$ cat src/rtl/switch_port_arbiter.sv
// Round-robin output-port arbiter: shares one downstream four-phase channel among PORTS upstream channels, locked per packet.
// Latency: SYNC_STAGES edges to see a request, +1 edge to grant, +1 edge to drive req_dw_o (4 edges from first sample at SYNC_STAGES=2).
// Backpressure: the downstream ack gates every flit; upstream ack is withheld until downstream acks, and the grant is held until the tail flit returns to zero.
module switch_port_arbiter #(
  parameter int WIDTH       = 128,
  parameter int PORTS       = 5,
  parameter int TAIL_BIT    = WIDTH - 1,
  parameter int SYNC_STAGES = 2
) (
  input  logic                   clk,
  input  logic                   reset,
  input  logic [PORTS-1:0]       req_up_i,
  input  logic [PORTS*WIDTH-1:0] data_up_i,
  output logic [PORTS-1:0]       ack_up_o,
  output logic                   req_dw_o,
  output logic [WIDTH-1:0]       data_dw_o,
  input  logic                   ack_dw_i,
  output logic [PORTS-1:0]       grant_o,
  output logic                   busy_o
);

  localparam int PW = (PORTS > 1) ? $clog2(PORTS) : 1;

  typedef enum logic [2:0] {
    IDLE   = 3'd0,
    LOCKED = 3'd1,
    LOAD   = 3'd2,
    REQ    = 3'd3,
    DONE   = 3'd4
  } state_t;

  state_t                          state;
  logic [SYNC_STAGES-1:0][PORTS-1:0] req_sync;
  logic [SYNC_STAGES-1:0]          ack_sync;
  logic [PORTS-1:0]                req_s;
  logic                            ack_s;
  logic [PW-1:0]                   ptr;
  logic [PW-1:0]                   gidx;
  logic [PW-1:0]                   win_idx;
  logic                            win_vld;
  logic [PW:0]                     cand;
  logic                            tail_r;
  logic [WIDTH-1:0]                slice [PORTS];

  // Break out each port's bundled data lane.
  for (genvar p = 0; p < PORTS; p++) begin : g_slice
    assign slice[p] = data_up_i[p*WIDTH +: WIDTH];
  end

  // Bring the asynchronous handshake wires into the clk domain; index 0 is the first stage.
  always_ff @(posedge clk or posedge reset) begin
    if (reset) begin
      req_sync <= '0;
      ack_sync <= '0;
    end else begin
      req_sync <= {req_sync[SYNC_STAGES-2:0], req_up_i};
      ack_sync <= {ack_sync[SYNC_STAGES-2:0], ack_dw_i};
    end
  end

  assign req_s = req_sync[SYNC_STAGES-1];
  assign ack_s = ack_sync[SYNC_STAGES-1];

  // Round-robin search: first synchronized requester at or after ptr, wrapping past the last port.
  always_comb begin
    win_vld = 1'b0;
    win_idx = '0;
    cand    = '0;
    for (int i = 0; i < PORTS; i++) begin
      cand = {1'b0, ptr} + (PW+1)'(i);
      if (cand >= (PW+1)'(PORTS)) cand = cand - (PW+1)'(PORTS);
      if (!win_vld && req_s[cand[PW-1:0]]) begin
        win_vld = 1'b1;
        win_idx = cand[PW-1:0];
      end
    end
  end

  // Packet-locked grant FSM driving both handshakes with registered outputs.
  always_ff @(posedge clk or posedge reset) begin
    if (reset) begin
      state     <= IDLE;
      ptr       <= '0;
      gidx      <= '0;
      grant_o   <= '0;
      tail_r    <= 1'b0;
      req_dw_o  <= 1'b0;
      ack_up_o  <= '0;
      data_dw_o <= '0;
    end else begin
      case (state)
        IDLE: begin
          if (win_vld) begin
            gidx    <= win_idx;
            grant_o <= PORTS'(1) << win_idx;
            state   <= LOAD;
          end
        end
        LOCKED: begin
          // Other ports are ignored until the owner's tail flit completes.
          if (req_s[gidx]) state <= LOAD;
        end
        LOAD: begin
          data_dw_o <= slice[gidx];
          tail_r    <= slice[gidx][TAIL_BIT];
          req_dw_o  <= 1'b1;
          state     <= REQ;
        end
        REQ: begin
          if (ack_s) begin
            req_dw_o <= 1'b0;
            ack_up_o <= grant_o;
            state    <= DONE;
          end
        end
        DONE: begin
          // Both sides must return to zero before the next flit or packet.
          if (!req_s[gidx] && !ack_s) begin
            ack_up_o <= '0;
            if (tail_r) begin
              ptr     <= (gidx == PW'(PORTS-1)) ? '0 : gidx + PW'(1);
              grant_o <= '0;
              state   <= IDLE;
            end else begin
              state   <= LOCKED;
            end
          end
        end
        default: state <= IDLE;
      endcase
    end
  end

  assign busy_o = (state != IDLE);

endmodule

$ cat config.mk
export PLATFORM = sky130hd
export DESIGN_NAME = switch_port_arbiter
export DESIGN_NICKNAME = d
export VERILOG_FILES = /design/src/rtl/switch_port_arbiter.sv
export SDC_FILE = /design/constraint.sdc
export NUM_CORES = 1
export LEC_CHECK = 0
export CAP_MARGIN = 0
export CORE_AREA = 2 2 309 311
export CTS_BUF_LIST = sky130_fd_sc_hd__clkbuf_8
export DETAILED_ROUTE_END_ITERATION = 6
export DIE_AREA = 0 0 311 313
export GPL_ROUTABILITY_DRIVEN = 0
export PLACE_DENSITY = 0.41
export SYNTH_ARGS = -nofsm -noshare
export SYNTH_HDL_FRONTEND = slang
export SYNTH_SLANG_ARGS = --single-unit
$ cat constraint.sdc
create_clock -name clk -period 5.4 [get_ports clk]
set_input_delay 0.54 -clock clk [delete_from_list [all_inputs] [get_ports clk]]
set_output_delay 0.54 -clock clk [all_outputs]
set_load 0.005 [all_outputs]
==> flow_metrics.env, run 1 <==
export IMPL_pwr_share_clk_pct=13.0
export IMPL_cts_root_buf="clkbuf_8"
export IMPL_cts_max_path_buffers=2
export IMPL_cts_buffers=17
export IMPL_r2r_start="ptr[0]$_DFFE_PP0P_"
export IMPL_post_dp_hpwl_um=62000
export IMPL_synth_edff_count=0
export IMPL_rows=113
export IMPL_via_count=12000
export IMPL_synth_async_reset_ratio_pct=100
export IMPL_period_needed_ps=4270
export IMPL_relSlewSlack_pct=23.1
export IMPL_yosysTopAreaCell="dfrtp_1"
export IMPL_synth_warnings=0
export IMPL_end_kind="register"
export IMPL_clock_sinks=160
export IMPL_cp_max_fo=23
export IMPL_timing_setup_critical_path_class="reg2reg"
export IMPL_ant_nets=0
export IMPL_sw_frac_of_total_pct=41.5
export IMPL_grt_first_pass_wirelength_um=103000
export IMPL_min_path_cells=0
export IMPL_syn_num_nets=1635
export IMPL_switchingPower_mw=3.55
export IMPL_drc=0
export IMPL_rr_endpoint="grant_o[2]$_DFFE_PP0P_"
export IMPL_critPathArrivalTime_ps=4750
export IMPL_routed_wl_um=76800
export IMPL_syn_area_per_cell_sq_um=11.2
export IMPL_cts_tree="done"
export IMPL_layout_nets=2351
export IMPL_grt_start_max_net_pins=129
export IMPL_cap_violations=0
export IMPL_syn_cell_area_sq_mm=0.0109
export IMPL_yosysUniqueCellTypes=71
export IMPL_p_leak_nw=7.40
export IMPL_ys_seq_area_share_pct=36.7
export IMPL_hold_buffers=0
export IMPL_synth_top_cell_area_share_pct=36.7
export IMPL_drive_above_1_share_pct=11.7
export IMPL_io_buffers=787
export IMPL_rsz0062_at_grt="no"
export IMPL_cp_start_kind="register"
export IMPL_post_route_period_util_pct=79.1
export IMPL_vias_per_cell=4.03
export IMPL_tightestPinTransition_ps=1150
export IMPL_startpoint="ptr[0]$_DFFE_PP0P_"
export IMPL_ys_seq_elements=160
export IMPL_yosys_top_cells_area="dfrtp_1, mux4_2, a22oi_1"
export IMPL_finalInstanceArea_sq_mm=0.0206
export IMPL_die_w_um=311
export IMPL_hold_end="req_s[1]$_DFF_PP0_"
export IMPL_power_density_mw_per_mm2=415
export IMPL_synth_main_ff_cell="dfrtp_1"
export IMPL_start_util_pct=11.6
export IMPL_synthMostInstantiatedCell="dfrtp_1"
export IMPL_grt_usage_pct=15.3
export IMPL_antenna_found_initial=72
export IMPL_dieArea_sq_mm=0.0973
export IMPL_internal_power_mw=5.00
export IMPL_min_delay_path_class="reg2reg"
export IMPL_setup_tns_ps=0
export IMPL_overflow=0
export IMPL_setup_violations=0
export IMPL_hold_start="req_sync[1]$_DFF_PP0_"
export IMPL_fp_dieH_um=313
export IMPL_cts_resized=0
export IMPL_cts_max_level=4
export IMPL_synth_common_cells="dfrtp_1, nor2_1, a21oi_1"
export IMPL_clk_pin_slew_ps=120
export IMPL_post_cts_buffers=0
export IMPL_cp_required_ps=5880
export IMPL_routedWlPerCell_um=25.8
export IMPL_syn_to_final_growth_pct=89.1
export IMPL_r2r_slack_ps=1130
export IMPL_syn_inst=976
export IMPL_firstDrtPassIters=5
export IMPL_worst_ir_drop_vdd_mv=0.204
export IMPL_grt_pass1_vias=12400
export IMPL_p_seq_share_pct=26.2
export IMPL_status="finished, final reports clean"
export IMPL_maxSlewViolCount=0
export IMPL_ios=788
export IMPL_fmax_mhz=234
export IMPL_drt_iter0_markers=611
export IMPL_hold_violations=0
export IMPL_power_frac_comb_pct=60.8
export IMPL_dpl_cell_area_sq_mm=0.0201
export IMPL_core_area_sq_mm=0.0942
export IMPL_fin_skew_ps=31.6
export IMPL_clk_latency_ps=600
export IMPL_reg2reg_depth=12
how the worst max path moves through the flow:
stage                                        end  slack [ps]  cells after the start
after floorplan            ack_sync[0]$_DFF_PP0_         540                      1
after global placement    grant_o[2]$_DFFE_PP0P_        1300                     12
final                     grant_o[2]$_DFFE_PP0P_        1130                     12
after CTS                 grant_o[2]$_DFFE_PP0P_        1170                     12
after global routing      grant_o[2]$_DFFE_PP0P_         860                     12
after detailed placement  grant_o[2]$_DFFE_PP0P_        1210                     12
registers in the layout, summed over array words and instances (netlist names):
register   flops
req_dw_o       1
ack_sync       2
grant_o        5
state          3
ack_up_o       5
data_dw_o    128
ptr            3
req_sync       5
gidx           3
req_s          5
per-layer routing:
layer  vias to the layer above  part of all wire (%)  GRT usage (%)
met2                       575                    49           25.7
li1                       5256                     -              -
met4                        56                   2.6           4.45
met5                         -                  0.47              0
met1                      5982                    38           17.2
met3                       144                   9.5           7.06
through the flow:
stage | total power [mW] | hold WS, ps | setup slack [ps] | instances | utilization, %
global route | 9.21 | 317 | 860 | 2979 | 21.9
global placement | 7.49 | 337 | 1300 | 2938 | 21.4
CTS | 8.75 | 263 | 1170 | 2969 | 21.8
detailed placement | 7.54 | 336 | 1210 | 2938 | 21.4
floorplan | 4.91 | 331 | 540 | 976 | -
finish | 8.55 | 357 | 1130 | 2984 | 21.9
power by group through the flow:
stage / sequential (mW) / clock, mW / combinational, mW
CTS: 2.25 / 1.20 / 5.30
global placement: 2.25 / 0 / 5.23
floorplan: 2.11 / 0 / 2.80
detailed placement: 2.26 / 0 / 5.28
global route: 2.32 / 1.23 / 5.66
finish: 2.24 / 1.11 / 5.20
critical path, stage by stage, from the launching register on:
cell and delay [ps]:
dfrtp_1 1000, inv_4 200, ha_1 290, ha_1 400, or2_1 270, o21ai_1 320
nor3_1 80, a22o_1 320, or2_1 260, nor4_2 250, nor3_1 110, or3_1 380
a32o_1 260
final cells by class:
type / count / area (sq um)
Sequential cell: 160 / 4010
Inverter: 11 / 56.3
Multi-Input combinational cell: 705 / 6460
Tap cell: 1265 / 1580
Timing Repair Buffer: 797 / 8020
Clock inverter: 14 / 208
Fill cell: 10200 / 73600
Antenna cell: 15 / 37.5
Clock buffer: 17 / 234
logic make-up (layout without fill, tap and decap cells):
family | after synthesis | in the layout | synth area share (%)
buffers and inverters | 111 | 839 | 4.12
AND/OR/NAND/NOR | 224 | 224 | 9.35
XOR/XNOR | 4 | 4 | 0.321
other | 0 | 15 | 0
adder cells (fa/ha/maj) | 11 | 11 | 1.33
AO/OA/AOI/OAI | 324 | 324 | 19.6
flip-flops | 160 | 160 | 36.7
multiplexers | 142 | 142 | 28.6
placed cells by master (no fill, tap or decap), types with 6 or more instances in the layout:
master | netlist | layout
o21ai_0 | 6 | 6
dfrtp_1 | 160 | 158
nor2_1 | 141 | 141
ha_1 | 10 | 10
mux4_2 | 132 | 132
a22oi_1 | 129 | 129
nand2_1 | 30 | 30
diode_2 | 0 | 15
inv_1 | 9 | 8
clkdlybuf4s50_1 | 0 | 787
clkbuf_8 | 0 | 17
a21o_1 | 6 | 6
a21oi_1 | 140 | 140
nand3_1 | 10 | 10
(Power assumes the default switching activity.)
==> run 2, diff against run 1 <==
- clock period: 5.4 -> 4.1 ns (I/O delays scaled with it)
==> run 2 against run 1 <==
  * Via count is 1.5% lower
  * Combinational power is 32% higher
  * Total power is 28% higher
  * Cell count is 0.47% higher
  * Largest cell class unchanged
  * Sequential power is 27% higher
  * Highest routed layer unchanged
==> flow_metrics.env, run 2 (synthesis gave the netlist of run 1 again) <==
export IMPL_setup_violations=0
export IMPL_syn_to_final_growth_pct=89.4
export IMPL_routedWlPerCell_um=23.9
export IMPL_dieArea_sq_mm=0.0973
export IMPL_cts_buffers=17
export IMPL_status="finished, final reports clean"
export IMPL_timing_setup_critical_path_class="reg2reg"
export IMPL_power_density_mw_per_mm2=530
export IMPL_nFillCells=10300
export IMPL_setup_tns_ps=0
export IMPL_cap_violations=0
export IMPL_cts_root_buf="clkbuf_8"
export IMPL_start_util_pct=11.6
export IMPL_die_w_um=311
export IMPL_post_route_period_util_pct=87.9
export IMPL_ff_latch_area_sq_mm=0.00401
export IMPL_grt_start_max_net_pins=129
export IMPL_regMostFlops="data_dw_o"
export IMPL_hold_violations=0
export IMPL_core_area_sq_mm=0.0942
export IMPL_io_buffers=787
export IMPL_hold_buffers=0
export IMPL_whs_ps=300
export IMPL_power_mw=10.9
export IMPL_fmax_mhz=278
export IMPL_startpoint="ptr[2]$_DFFE_PP0P_"
export IMPL_cp_required_ps=4530
export IMPL_drt_iter0_markers=710
export IMPL_rr_endpoint="grant_o[2]$_DFFE_PP0P_"
export IMPL_min_path_cells=1
export IMPL_layout_common_cells="clkdlybuf4s50_1, dfrtp_1, nor2_1, a21oi_1, mux4_2"
export IMPL_largest_register_ff_count=128
export IMPL_p_leak_nw=7.43
export IMPL_overflow=0
export IMPL_grt_pass1_vias=12700
export IMPL_rsz0062_at_grt="no"
export IMPL_post_cts_buffers=0
export IMPL_r2r_slack_ps=500
export IMPL_cts_resized=0
export IMPL_fin_skew_ps=25.3
export IMPL_ant_nets=0
export IMPL_cts_max_path_buffers=2
export IMPL_period_needed_ps=3600
export IMPL_end_kind="register"
export IMPL_cts_tree="done"
export IMPL_relSlewSlack_pct=42.6
export IMPL_crit_end="grant_o[2]$_DFFE_PP0P_"
export IMPL_cp_start_kind="register"
export IMPL_clock_sinks=160
export IMPL_worst_ir_drop_vdd_mv=0.337
export IMPL_clk_pin_slew_ps=110
export IMPL_grt_first_pass_wirelength_um=99100
export IMPL_r2r_start="ptr[2]$_DFFE_PP0P_"
export IMPL_routed_wl_um=71800
export IMPL_multiInputGateArea_sq_mm=0.00646
export IMPL_post_dp_hpwl_um=58800
export IMPL_drive_above_1_share_pct=12.3
export IMPL_firstDrtPassIters=7
export IMPL_tightestPinTransition_ps=861
export IMPL_clk_latency_ps=550
export IMPL_mostFrequentLayoutCell="clkdlybuf4s50_1"
export IMPL_ios=788
export IMPL_grt_usage_pct=14.4
export IMPL_critPathArrivalTime_ps=4030
export IMPL_layout_nets=2363
export IMPL_maxSlewViolCount=0
export IMPL_reg2reg_depth=11
export IMPL_via_count=11800
export IMPL_cts_max_level=4
export IMPL_min_delay_path_class="in2reg"
export IMPL_drc=0
export IMPL_rows=113
export IMPL_vias_per_cell=3.95
export IMPL_cp_max_fo=15
export IMPL_antenna_found_initial=56
export IMPL_fp_dieH_um=313
## run 2: cell count changes in the layout (fill, tap and decap cells not counted), sizes merged
| cell | delta |
|---|---|
| buf | +12 |
| bufinv | -4 |
| clkinv | +1 |
| clkinvlp | +2 |
| diode | +1 |
| inv | +2 |
## run 2: metal layers
layer	vias up	track usage, %	part of all wire [%]
li1	5293	-	-
met1	5863	16.2	38
met2	536	24.2	50
met3	102	5.61	8.4
met4	38	5.91	2.7
met5	-	0	0.35
## run 2: worst min path at each step
stage                                startpoint               endpoint  slack [ps]
after global routing                req_up_i[2]  req_sync[2]$_DFF_PP0_         230
after CTS                           req_up_i[1]  req_sync[1]$_DFF_PP0_         210
final                               req_up_i[2]  req_sync[2]$_DFF_PP0_         300
after global placement    req_sync[0]$_DFF_PP0_     req_s[0]$_DFF_PP0_         340
after floorplan           ack_sync[0]$_DFF_PP0_  ack_sync[1]$_DFF_PP0_         330
after detailed placement  ack_sync[0]$_DFF_PP0_  ack_sync[1]$_DFF_PP0_         340
## run 2: worst max-delay path, cell delays in order (launching register included)
cell and delay, ps:
dfrtp_1 660, inv_1 120, ha_1 430, or2_1 260
o21ai_1 330, nor3_1 90, a22o_1 300, or2_1 260
nor4_2 270, nor3_1 120, or3_1 390, a32o_1 260
## run 2: metrics by stage
stage / cell area [sq um] / util (%) / std cells / setup slack [ps]
after floorplan: 10900 / - / 976 / 629
after global placement: 20300 / 21.5 / 2950 / 650
after detailed placement: 20300 / 21.5 / 2950 / 547
after CTS: 20600 / 21.9 / 2982 / 553
after global routing: 20600 / 21.9 / 2995 / 308
final: 20600 / 21.9 / 2998 / 497
## run 2: power breakdown
| group | switching, mW | total, mW | internal, mW |
|---|---|---|---|
| Combinational | 3.24 | 6.87 | 3.63 |
| Clock | 0.777 | 1.20 | 0.426 |
| Sequential | 0.529 | 2.85 | 2.33 |
## run 2: final cells by class
cell class                 instances  area share (%)
timing repair buffer             809            39.5
multi-input combinational        705            31.3
inverter                          11           0.255
tap                             1265            7.67
clock inverter                    15           0.539
antenna                           16           0.194
sequential                       160            19.4
clock buffer                      17            1.13
